--- config.mk ---
export PLATFORM = sky130hd
export DESIGN_NAME = perceptron_unit
export DESIGN_NICKNAME = d
export VERILOG_FILES = /design/src/rtl/perceptron_unit.sv
export SDC_FILE = /design/constraint.sdc
export NUM_CORES = 2
export LEC_CHECK = 0
export ABC_AREA = 1
export BUFFER_PORTS_ARGS = -buffer_cell sky130_fd_sc_hd__buf_2
export CAP_MARGIN = 10
export CORE_ASPECT_RATIO = 1.1
export CORE_MARGIN = 5
export CORE_UTILIZATION = 60
export CTS_CLUSTER_SIZE = 25
export DETAILED_ROUTE_END_ITERATION = 7
export PLACE_DENSITY = 0.77
export SLEW_MARGIN = 20
export SYNTH_ARGS = -nofsm -noshare
export SYNTH_HDL_FRONTEND = slang
export SYNTH_SLANG_ARGS = --single-unit
--- constraint.sdc ---
create_clock -name clk -period 7.6 [get_ports clk]
set_clock_uncertainty 0.15 [all_clocks]
set_input_delay 0.38 -clock clk [delete_from_list [all_inputs] [get_ports clk]]
set_output_delay 0.38 -clock clk [all_outputs]
set_load 0.01 [all_outputs]
--- src/rtl/perceptron_unit.sv ---
// perceptron_unit: UART-addressed single-neuron node holding A, B and ACC with mul, mac and step.
// Build option: `define PERCEPTRON_PASSTHRU_EN to retransmit packets addressed to other nodes.
module perceptron_unit #(
   parameter int         CLKS_PER_BIT = 434,
   parameter logic [7:0] NODE_ADDR    = 8'd100
) (
   input  logic clk,
   input  logic nRst,
   input  logic host_tx,
   output logic uart_tx
);

   localparam int CNT_W = $clog2(CLKS_PER_BIT) + 1;
   localparam int GAP_W = $clog2(16 * CLKS_PER_BIT) + 1;
   localparam logic [CNT_W-1:0] BIT_LAST  = CNT_W'(CLKS_PER_BIT - 1);
   localparam logic [CNT_W-1:0] HALF_LAST = CNT_W'(CLKS_PER_BIT / 2 - 1);
   localparam logic [GAP_W-1:0] GAP_LAST  = GAP_W'(16 * CLKS_PER_BIT - 1);

   localparam logic [1:0] RX_IDLE  = 2'd0;
   localparam logic [1:0] RX_START = 2'd1;
   localparam logic [1:0] RX_DATA  = 2'd2;
   localparam logic [1:0] RX_STOP  = 2'd3;

   localparam logic [2:0] TX_IDLE  = 3'd0;
   localparam logic [2:0] TX_LOAD  = 3'd1;
   localparam logic [2:0] TX_START = 3'd2;
   localparam logic [2:0] TX_DATA  = 3'd3;
   localparam logic [2:0] TX_STOP  = 3'd4;

   logic             sync1_q, sync1_d, sync2_q, sync2_d, prev_q, prev_d;
   logic [1:0]       rx_state_q, rx_state_d;
   logic [CNT_W-1:0] rx_cnt_q, rx_cnt_d;
   logic [2:0]       rx_bit_q, rx_bit_d;
   logic [7:0]       rx_shift_q, rx_shift_d;
   logic             rx_done_s;

   logic [2:0]       idx_q, idx_d;
   logic [GAP_W-1:0] gap_q, gap_d;
   logic [47:0]      pkt_q, pkt_d;
   logic             exec_q, exec_d;

   logic [31:0]      a_q, a_d, b_q, b_d, acc_q, acc_d, prod_s;
   logic             tx_req_s;
   logic [47:0]      tx_pkt_s;

   logic [2:0]       tx_state_q, tx_state_d;
   logic [CNT_W-1:0] tx_cnt_q, tx_cnt_d;
   logic [2:0]       tx_bit_q, tx_bit_d;
   logic [2:0]       tx_idx_q, tx_idx_d;
   logic [47:0]      tx_buf_q, tx_buf_d;
   logic             tx_q, tx_d;

   // Receiver: falling-edge start detect, half-bit confirm, mid-bit sampling.
   always_comb begin
      sync1_d    = host_tx;
      sync2_d    = sync1_q;
      prev_d     = sync2_q;
      rx_state_d = rx_state_q;
      rx_cnt_d   = rx_cnt_q + CNT_W'(1);
      rx_bit_d   = rx_bit_q;
      rx_shift_d = rx_shift_q;
      rx_done_s  = 1'b0;
      case (rx_state_q)
         RX_IDLE: begin
            rx_cnt_d = {CNT_W{1'b0}};
            if (prev_q && !sync2_q) rx_state_d = RX_START;
            else                    rx_state_d = RX_IDLE;
         end
         RX_START: begin
            if (rx_cnt_q == HALF_LAST) begin
               rx_cnt_d   = {CNT_W{1'b0}};
               rx_bit_d   = 3'd0;
               rx_state_d = sync2_q ? RX_IDLE : RX_DATA;
            end else begin
               rx_state_d = RX_START;
            end
         end
         RX_DATA: begin
            if (rx_cnt_q == BIT_LAST) begin
               rx_cnt_d   = {CNT_W{1'b0}};
               rx_shift_d = {sync2_q, rx_shift_q[7:1]};
               rx_bit_d   = rx_bit_q + 3'd1;
               rx_state_d = (rx_bit_q == 3'd7) ? RX_STOP : RX_DATA;
            end else begin
               rx_state_d = RX_DATA;
            end
         end
         RX_STOP: begin
            if (rx_cnt_q == BIT_LAST) begin
               rx_done_s  = sync2_q;
               rx_state_d = RX_IDLE;
            end else begin
               rx_state_d = RX_STOP;
            end
         end
         default: rx_state_d = RX_IDLE;
      endcase
   end

   // Packet assembler; an over-long idle gap mid-packet drops the partial packet.
   always_comb begin
      idx_d  = idx_q;
      gap_d  = gap_q;
      pkt_d  = pkt_q;
      exec_d = 1'b0;
      if (rx_done_s) begin
         pkt_d[{idx_q, 3'd0} +: 8] = rx_shift_q;
         gap_d = {GAP_W{1'b0}};
         if (idx_q == 3'd5) begin
            idx_d  = 3'd0;
            exec_d = 1'b1;
         end else begin
            idx_d = idx_q + 3'd1;
         end
      end else if (idx_q != 3'd0 && rx_state_q == RX_IDLE) begin
         if (gap_q == GAP_LAST) begin
            idx_d = 3'd0;
            gap_d = {GAP_W{1'b0}};
         end else begin
            gap_d = gap_q + GAP_W'(1);
         end
      end else begin
         gap_d = gap_q;
      end
   end

   // Command execution; products keep only the low 32 bits, which equal the signed low word.
   always_comb begin
      a_d      = a_q;
      b_d      = b_q;
      acc_d    = acc_q;
      prod_s   = a_q * b_q;
      tx_req_s = 1'b0;
      tx_pkt_s = pkt_q;
      if (exec_q) begin
         if (pkt_q[7:0] == NODE_ADDR) begin
            case (pkt_q[15:8])
               8'd0: a_d = pkt_q[47:16];
               8'd1: b_d = pkt_q[47:16];
               8'd2: begin
                  tx_req_s = 1'b1;
                  tx_pkt_s = {acc_q, 8'd2, NODE_ADDR};
               end
               8'd3: acc_d = 32'd0;
               8'd4: acc_d = a_q + b_q;
               8'd5: acc_d = prod_s;
               8'd6: acc_d = acc_q + prod_s;
               8'd7: acc_d = {31'd0, ~acc_q[31]};
               default: acc_d = acc_q;
            endcase
         end else begin
`ifdef PERCEPTRON_PASSTHRU_EN
            tx_req_s = 1'b1;
`else
            tx_req_s = 1'b0;
`endif
         end
      end else begin
         tx_req_s = 1'b0;
      end
   end

   // Transmitter: one packet buffer, bytes sent back-to-back; requests while busy are dropped.
   always_comb begin
      tx_state_d = tx_state_q;
      tx_cnt_d   = tx_cnt_q + CNT_W'(1);
      tx_bit_d   = tx_bit_q;
      tx_idx_d   = tx_idx_q;
      tx_buf_d   = tx_buf_q;
      case (tx_state_q)
         TX_IDLE: begin
            tx_cnt_d = {CNT_W{1'b0}};
            if (tx_req_s) begin
               tx_buf_d   = tx_pkt_s;
               tx_idx_d   = 3'd0;
               tx_state_d = TX_LOAD;
            end else begin
               tx_state_d = TX_IDLE;
            end
         end
         TX_LOAD: begin
            tx_cnt_d   = {CNT_W{1'b0}};
            tx_state_d = TX_START;
         end
         TX_START: begin
            if (tx_cnt_q == BIT_LAST) begin
               tx_cnt_d   = {CNT_W{1'b0}};
               tx_bit_d   = 3'd0;
               tx_state_d = TX_DATA;
            end else begin
               tx_state_d = TX_START;
            end
         end
         TX_DATA: begin
            if (tx_cnt_q == BIT_LAST) begin
               tx_cnt_d   = {CNT_W{1'b0}};
               tx_bit_d   = tx_bit_q + 3'd1;
               tx_state_d = (tx_bit_q == 3'd7) ? TX_STOP : TX_DATA;
            end else begin
               tx_state_d = TX_DATA;
            end
         end
         TX_STOP: begin
            if (tx_cnt_q == BIT_LAST) begin
               tx_cnt_d = {CNT_W{1'b0}};
               if (tx_idx_q == 3'd5) begin
                  tx_state_d = TX_IDLE;
               end else begin
                  tx_idx_d   = tx_idx_q + 3'd1;
                  tx_state_d = TX_START;
               end
            end else begin
               tx_state_d = TX_STOP;
            end
         end
         default: tx_state_d = TX_IDLE;
      endcase
      case (tx_state_d)
         TX_START: tx_d = 1'b0;
         TX_DATA:  tx_d = tx_buf_d[{tx_idx_d, tx_bit_d}];
         default:  tx_d = 1'b1;
      endcase
   end

   // State registers; nRst is a synchronous active-high clear.
   always_ff @(posedge clk) begin
      if (nRst) begin
         sync1_q    <= 1'b1;
         sync2_q    <= 1'b1;
         prev_q     <= 1'b1;
         rx_state_q <= RX_IDLE;
         rx_cnt_q   <= {CNT_W{1'b0}};
         rx_bit_q   <= 3'd0;
         rx_shift_q <= 8'd0;
         idx_q      <= 3'd0;
         gap_q      <= {GAP_W{1'b0}};
         pkt_q      <= 48'd0;
         exec_q     <= 1'b0;
         a_q        <= 32'd0;
         b_q        <= 32'd0;
         acc_q      <= 32'd0;
         tx_state_q <= TX_IDLE;
         tx_cnt_q   <= {CNT_W{1'b0}};
         tx_bit_q   <= 3'd0;
         tx_idx_q   <= 3'd0;
         tx_buf_q   <= 48'd0;
         tx_q       <= 1'b1;
      end else begin
         sync1_q    <= sync1_d;
         sync2_q    <= sync2_d;
         prev_q     <= prev_d;
         rx_state_q <= rx_state_d;
         rx_cnt_q   <= rx_cnt_d;
         rx_bit_q   <= rx_bit_d;
         rx_shift_q <= rx_shift_d;
         idx_q      <= idx_d;
         gap_q      <= gap_d;
         pkt_q      <= pkt_d;
         exec_q     <= exec_d;
         a_q        <= a_d;
         b_q        <= b_d;
         acc_q      <= acc_d;
         tx_state_q <= tx_state_d;
         tx_cnt_q   <= tx_cnt_d;
         tx_bit_q   <= tx_bit_d;
         tx_idx_q   <= tx_idx_d;
         tx_buf_q   <= tx_buf_d;
         tx_q       <= tx_d;
      end
   end

   assign uart_tx = tx_q;

endmodule

# == After elaboration in Yosys (flattened, before gate mapping) ==
# Index checks and enable logic that the tools add are counted.
# totals
register_bits,256
latch_bits,0
mem_bits_rw,0
rom_bits,0
output_inout_bits,1
memories,0
# op_classes
add_sub_neg,10
n_mul,1
n_div,0
n_lt_le_gt_ge,1
eq_ne,27
shifts,2
mux,50
bitwise_logic,2
n_reduce_logical,21
# ops
cell,n
two-way mux 48 bit,5
one-hot mux 32 bit (5 select lines),1
adder 32 bit,2
bitwise mux 48 bit,1
"variable shift 8 x 8 -> 48 bit, first input constant",1
variable part select 8 x 8 -> 48 bit,1
two-way mux 3 bit,14
"equality test 8 x 3 -> 1 bit, second input constant",4
multiplier 32 x 32 -> 32 bit,1
two-way mux 10 bit,3
one-hot mux 10 bit (3 select lines),1
"adder 10 x 1 -> 10 bit, second input constant",2
"equality test 10 x 9 -> 1 bit, second input constant",2
one-hot mux 10 bit (2 select lines),1
one-hot mux 3 bit (2 select lines),3
"equality test 8 x 2 -> 1 bit, second input constant",2
"equality test 3 bit, second input constant",5
one-hot mux 3 bit (5 select lines),1
"adder 14 x 1 -> 14 bit, second input constant",1
"equality test 14 x 13 -> 1 bit, second input constant",1
two-way mux 14 bit,1
"adder 3 x 1 -> 3 bit, second input constant",4
"equality test 3 x 2 -> 1 bit, second input constant",4
two-way mux 1 bit,12
other kinds (26),41

# == Depth between registers and ports, before layout ==
# logic_depth
ltp_word,9
mapped_depth,43
ltp_nobuf,41

# == Worst setup path before layout ==
# Ideal clock, no wire load.
# synth_path
path_kind,reg2reg
startpoint,register a_q[12]
endpoint,register acc_q[30]
setup_time_ps,71
t_arrival_ps,7795
required_time_ps,7379
path_slack_ps,-416
path_stages_with_launch,38
cell_sequence,dfxtp_1 > clkbuf_1 > buf_1 > nand2_1 > inv_1 > fa_1 > fa_1 > fa_1 > inv_1 > fa_1 > inv_1 > fa_1 > inv_1 > fa_1 > inv_1 > fa_1 > fa_1 > ha_1 > (+2 left out) > inv_1 > a21oi_1 > o21ai_0 > a21oi_1 > xnor2_1 > ha_1 > nand2_1 > nor2_1 > inv_1 > nor3_1 > nand2_1 > o21ai_0 > nand2_1 > nand3_1 > nand2_1 > o211ai_1 > nand2_1 > a21oi_1
# synth_via
elab_chain_len,3
# synth_lines
element,line,rtl
start: declaration,42,"logic [31:0] a_q, a_d, b_q, b_d, acc_q, acc_d, prod_s;"
start signal: assignment,239,a_q <= 32'd0;
start signal: assignment,260,a_q <= a_d;
multiplier 32 x 32 -> 32 bit,132,prod_s = a_q * b_q;
adder 32 bit,147,8'd6: acc_d = acc_q + prod_s;
one-hot mux 32 bit (5 select lines) (*),137,case (pkt_q[15:8])
end signal: assignment,241,acc_q <= 32'd0;
end signal: assignment,262,acc_q <= acc_d;
end: declaration,42,
# Every way passes the cells marked *; elsewhere a longest branch is shown, timed or not.
# A chain may end at the register's enable or synchronous reset.

# == Final worst setup path ==
# layout_path
startpoint,register b_q[3]
endpoint,register acc_q[31]
# layout_via
elab_chain_len,3
# layout_lines
element,line,rtl
start: declaration,42,
start signal: assignment,240,b_q <= 32'd0;
start signal: assignment,261,b_q <= b_d;
multiplier 32 x 32 -> 32 bit,132,
adder 32 bit,147,
one-hot mux 32 bit (5 select lines) (*),137,
# Marks and branches as above.

==> metrics <==
CTS tree=yes; FF+latch count, synth=256; worst setup margin=-557.1 ps; element type at the critical path end=register; LEAKAGE=19.92 nW; DP Wirelength=73.61 mm; Non-Filler Instances=5,283; Worst slew margin=26.87%; Critical-path top delay cell=fa_2; Worst Max-Slew Pin Slew=1097 ps; Clock Tree Buf Depth=3; share of post-route cells with drive strength above 1=18.91%; commonest non-fill, non-tap cell in the layout=nand2_1; Worst-path clk slew=60 ps; port bufs=3; area share of xor/xnor cells in the synthesized design=1.705%; Async SR Flop Fraction=0%; dpl ws=-676.7 ps; DP Area=34,120 µm²; area grow syn2layout=22.64%; Antenna Cells=0; vias in the first global route=28,628; antenna-violating nets left=0; Data arrival, critical path=8470 ps; initial antenna violation count=0; Cell variety after synth=51; slowest stage delay, CP=560 ps; Final Net Count=5,214; GRT Util Overall=33.05%; setup TNS=-5559 ps; vias per cell=5.638; multiplexer area fraction after synthesis=0%; clock sinks=256; CP most frequent cell=fa_1; failing checks=negative setup slack; first-pass GRT wire length=148.7 mm; FMAX=122.6 MHz; die width=226.1 µm; final instance area=37,790 µm²; fin crit period=8157 ps; Die Ht=247.7 µm; Ys Warns=0; drt first pass iters=6; HP Class=in -> reg; Synth Instances=4,297; CTS Buf Count=25; CP max FO=6; power per cell area=70.18 nW/µm²; largest net degree at the start of global routing=102; vias=29,784; startpoint types=register; syn_area_per_cell=7.171 µm²; Placer Congestion=1.005; core area=51,050 µm²; Synth Area in Simple Gates=21.83%; io pins=4; Placement Rows=87; CP required=7910 ps; WS Path Type=reg -> reg; combinational family with the most area after synthesis=adder cells; fillcell total=3,651; drt initial violations=2,870; ranking of synthesized cells by area=fa_1, dfxtp_1, nand2_1; Max-Cap Viols=0; Post-synth top flop=dfxtp_1; sequential fraction of the synthesis area=16.63%; DP Cell Count=5,156; syn_nets=4,913; most frequent cells in the layout=nand2_1, inv_1, buf_4; number of H-tree levels=1; Final period util=107.3%; Synth area leader=fa_1; Starting Density=60.36%; DRC violations left=0; worst path bufs/invs=9; clock root buffer=clkbuf_16; CP delay by family, top=adder cells; RSZ-0062 raised after global routing=yes; total routed wirelength=99.98 mm; final setup vio count=17; Die ar.=56,000 µm²; complex-gate fraction of the synthesized area=10.51%; WL per Instance=18.93 µm; Slew Viols, Final=0; Clk Latency, worst-skew pair=580 ps; number of synthesized flops with an enable pin=0; final-report hold violation count=0; Peak supply drop=0.2377 mV; mapped cell area=30,820 µm²; share of the synthesized area in the top cell type=26.64%; status=finished, violations left; Synth Area in Adders=34.88%; GR Overflow Total=0
registers in the layout (all words and copies together), names as in the netlist, 2 cells and up:
| name | flops |
|---|---|
| pkt_q | 48 |
| tx_buf_q | 48 |
| a_q | 32 |
| acc_q | 32 |
| b_q | 32 |
| gap_q | 14 |
| rx_cnt_q | 10 |
| tx_cnt_q | 10 |
| rx_shift_q | 8 |
| idx_q | 3 |
| rx_bit_q | 3 |
| tx_bit_q | 3 |
| tx_idx_q | 3 |
| tx_state_q | 3 |
| rx_state_q | 2 |
what timing repair did:
item	4_1_cts	5_1_grt
resized for setup	219	259
setup buffers	28	52
endpoints found under the setup margin	18	19
cloned	1	2
hold endpoints to repair	1	0
hold buffers	1	0
pin swaps	109	205
Yosys cell counts (6+ instances only):
library cell	instances
a21oi_1	244
a31oi_1	19
clkbuf_1	130
buf_1	19
nor3_1	42
xor2_1	38
or2_2	15
nor4_1	8
nand3_1	182
a221oi_1	6
ha_1	203
o21ai_1	18
o211ai_1	15
o21ai_0	138
dfxtp_1	256
o21bai_1	8
inv_1	979
buf_2	32
a211oi_1	75
o221ai_1	10
nor3b_1	9
nand3b_1	13
fa_1	410
nand4_1	24
nand2_1	1082
a21o_1	7
inv_2	7
nor2_1	240
xnor2_1	22
o21a_1	7
logic make-up (layout without fill, tap and decap cells):
kind of cell	Yosys count	after routing
buffers and inverters	1171	1490
AOI/OAI and AO/OA	563	563
DFF	256	256
adders and majority gates	613	613
xor gates and xnor gates	60	60
and+or+nand+nor	1634	1634
worst reg2reg max path, delay by kind of cell, from the launching register on:
kind	cells	cell delay, ps
compound gates	3	500
simple gates	11	1250
xor+xnor	1	100
buf+inv	9	890
fa+ha+maj	10	4760
flops	1	370
worst paths after layout:
kind,startpoint,endpoint,slack [ps],cells past startpoint
setup reg to reg,b_q[3],acc_q[31],-560,34
hold / removal,nRst,rx_bit_q[1],240,2
setup / recovery,b_q[3],acc_q[31],-560,34
hold reg to reg,sync1_q,prev_d,270,1
routing by layer:
layer | GRT usage (%) | wire length [µm] | up-vias
met4 | 13.01 | 6371 | 0
met3 | 4.105 | 9022 | 449
li1 | - | - | 13703
met2 | 55.92 | 47180 | 1572
met5 | 0 | 0 | -
met1 | 43.56 | 37410 | 14060
final cells by class:
cell class,count,area (µm²),share of cell area (%)
multi-input cells,2870,23110,61.15
flip-flops and latches,256,5192,13.74
repair buffers,457,4118,10.90
inverters,988,3711,9.820
well taps,667,834.6,2.208
clock buffers,34,699.4,1.851
clock inverters,11,126.4,0.3344
through the flow:
stage,power [W],util (%),hold slack (ps)
after floorplan,0.001395,-,239.5
after global placement,0.001402,66.82,242.9
after detailed placement,0.001402,66.82,252.2
after CTS,0.002668,70.95,221.7
after global routing,0.002728,74.03,276.5
final,0.002652,74.03,239.2
report_power, final:
| group | switching [W] | internal, W | total (W) |
|---|---|---|---|
| combinational | 0.0000248 | 0.00000482 | 0.0000296 |
| clock | 0.000566 | 0.000718 | 0.00128 |
| sequential | 0.000000673 | 0.00134 | 0.00134 |
Power figures use the tool's default switching activity.
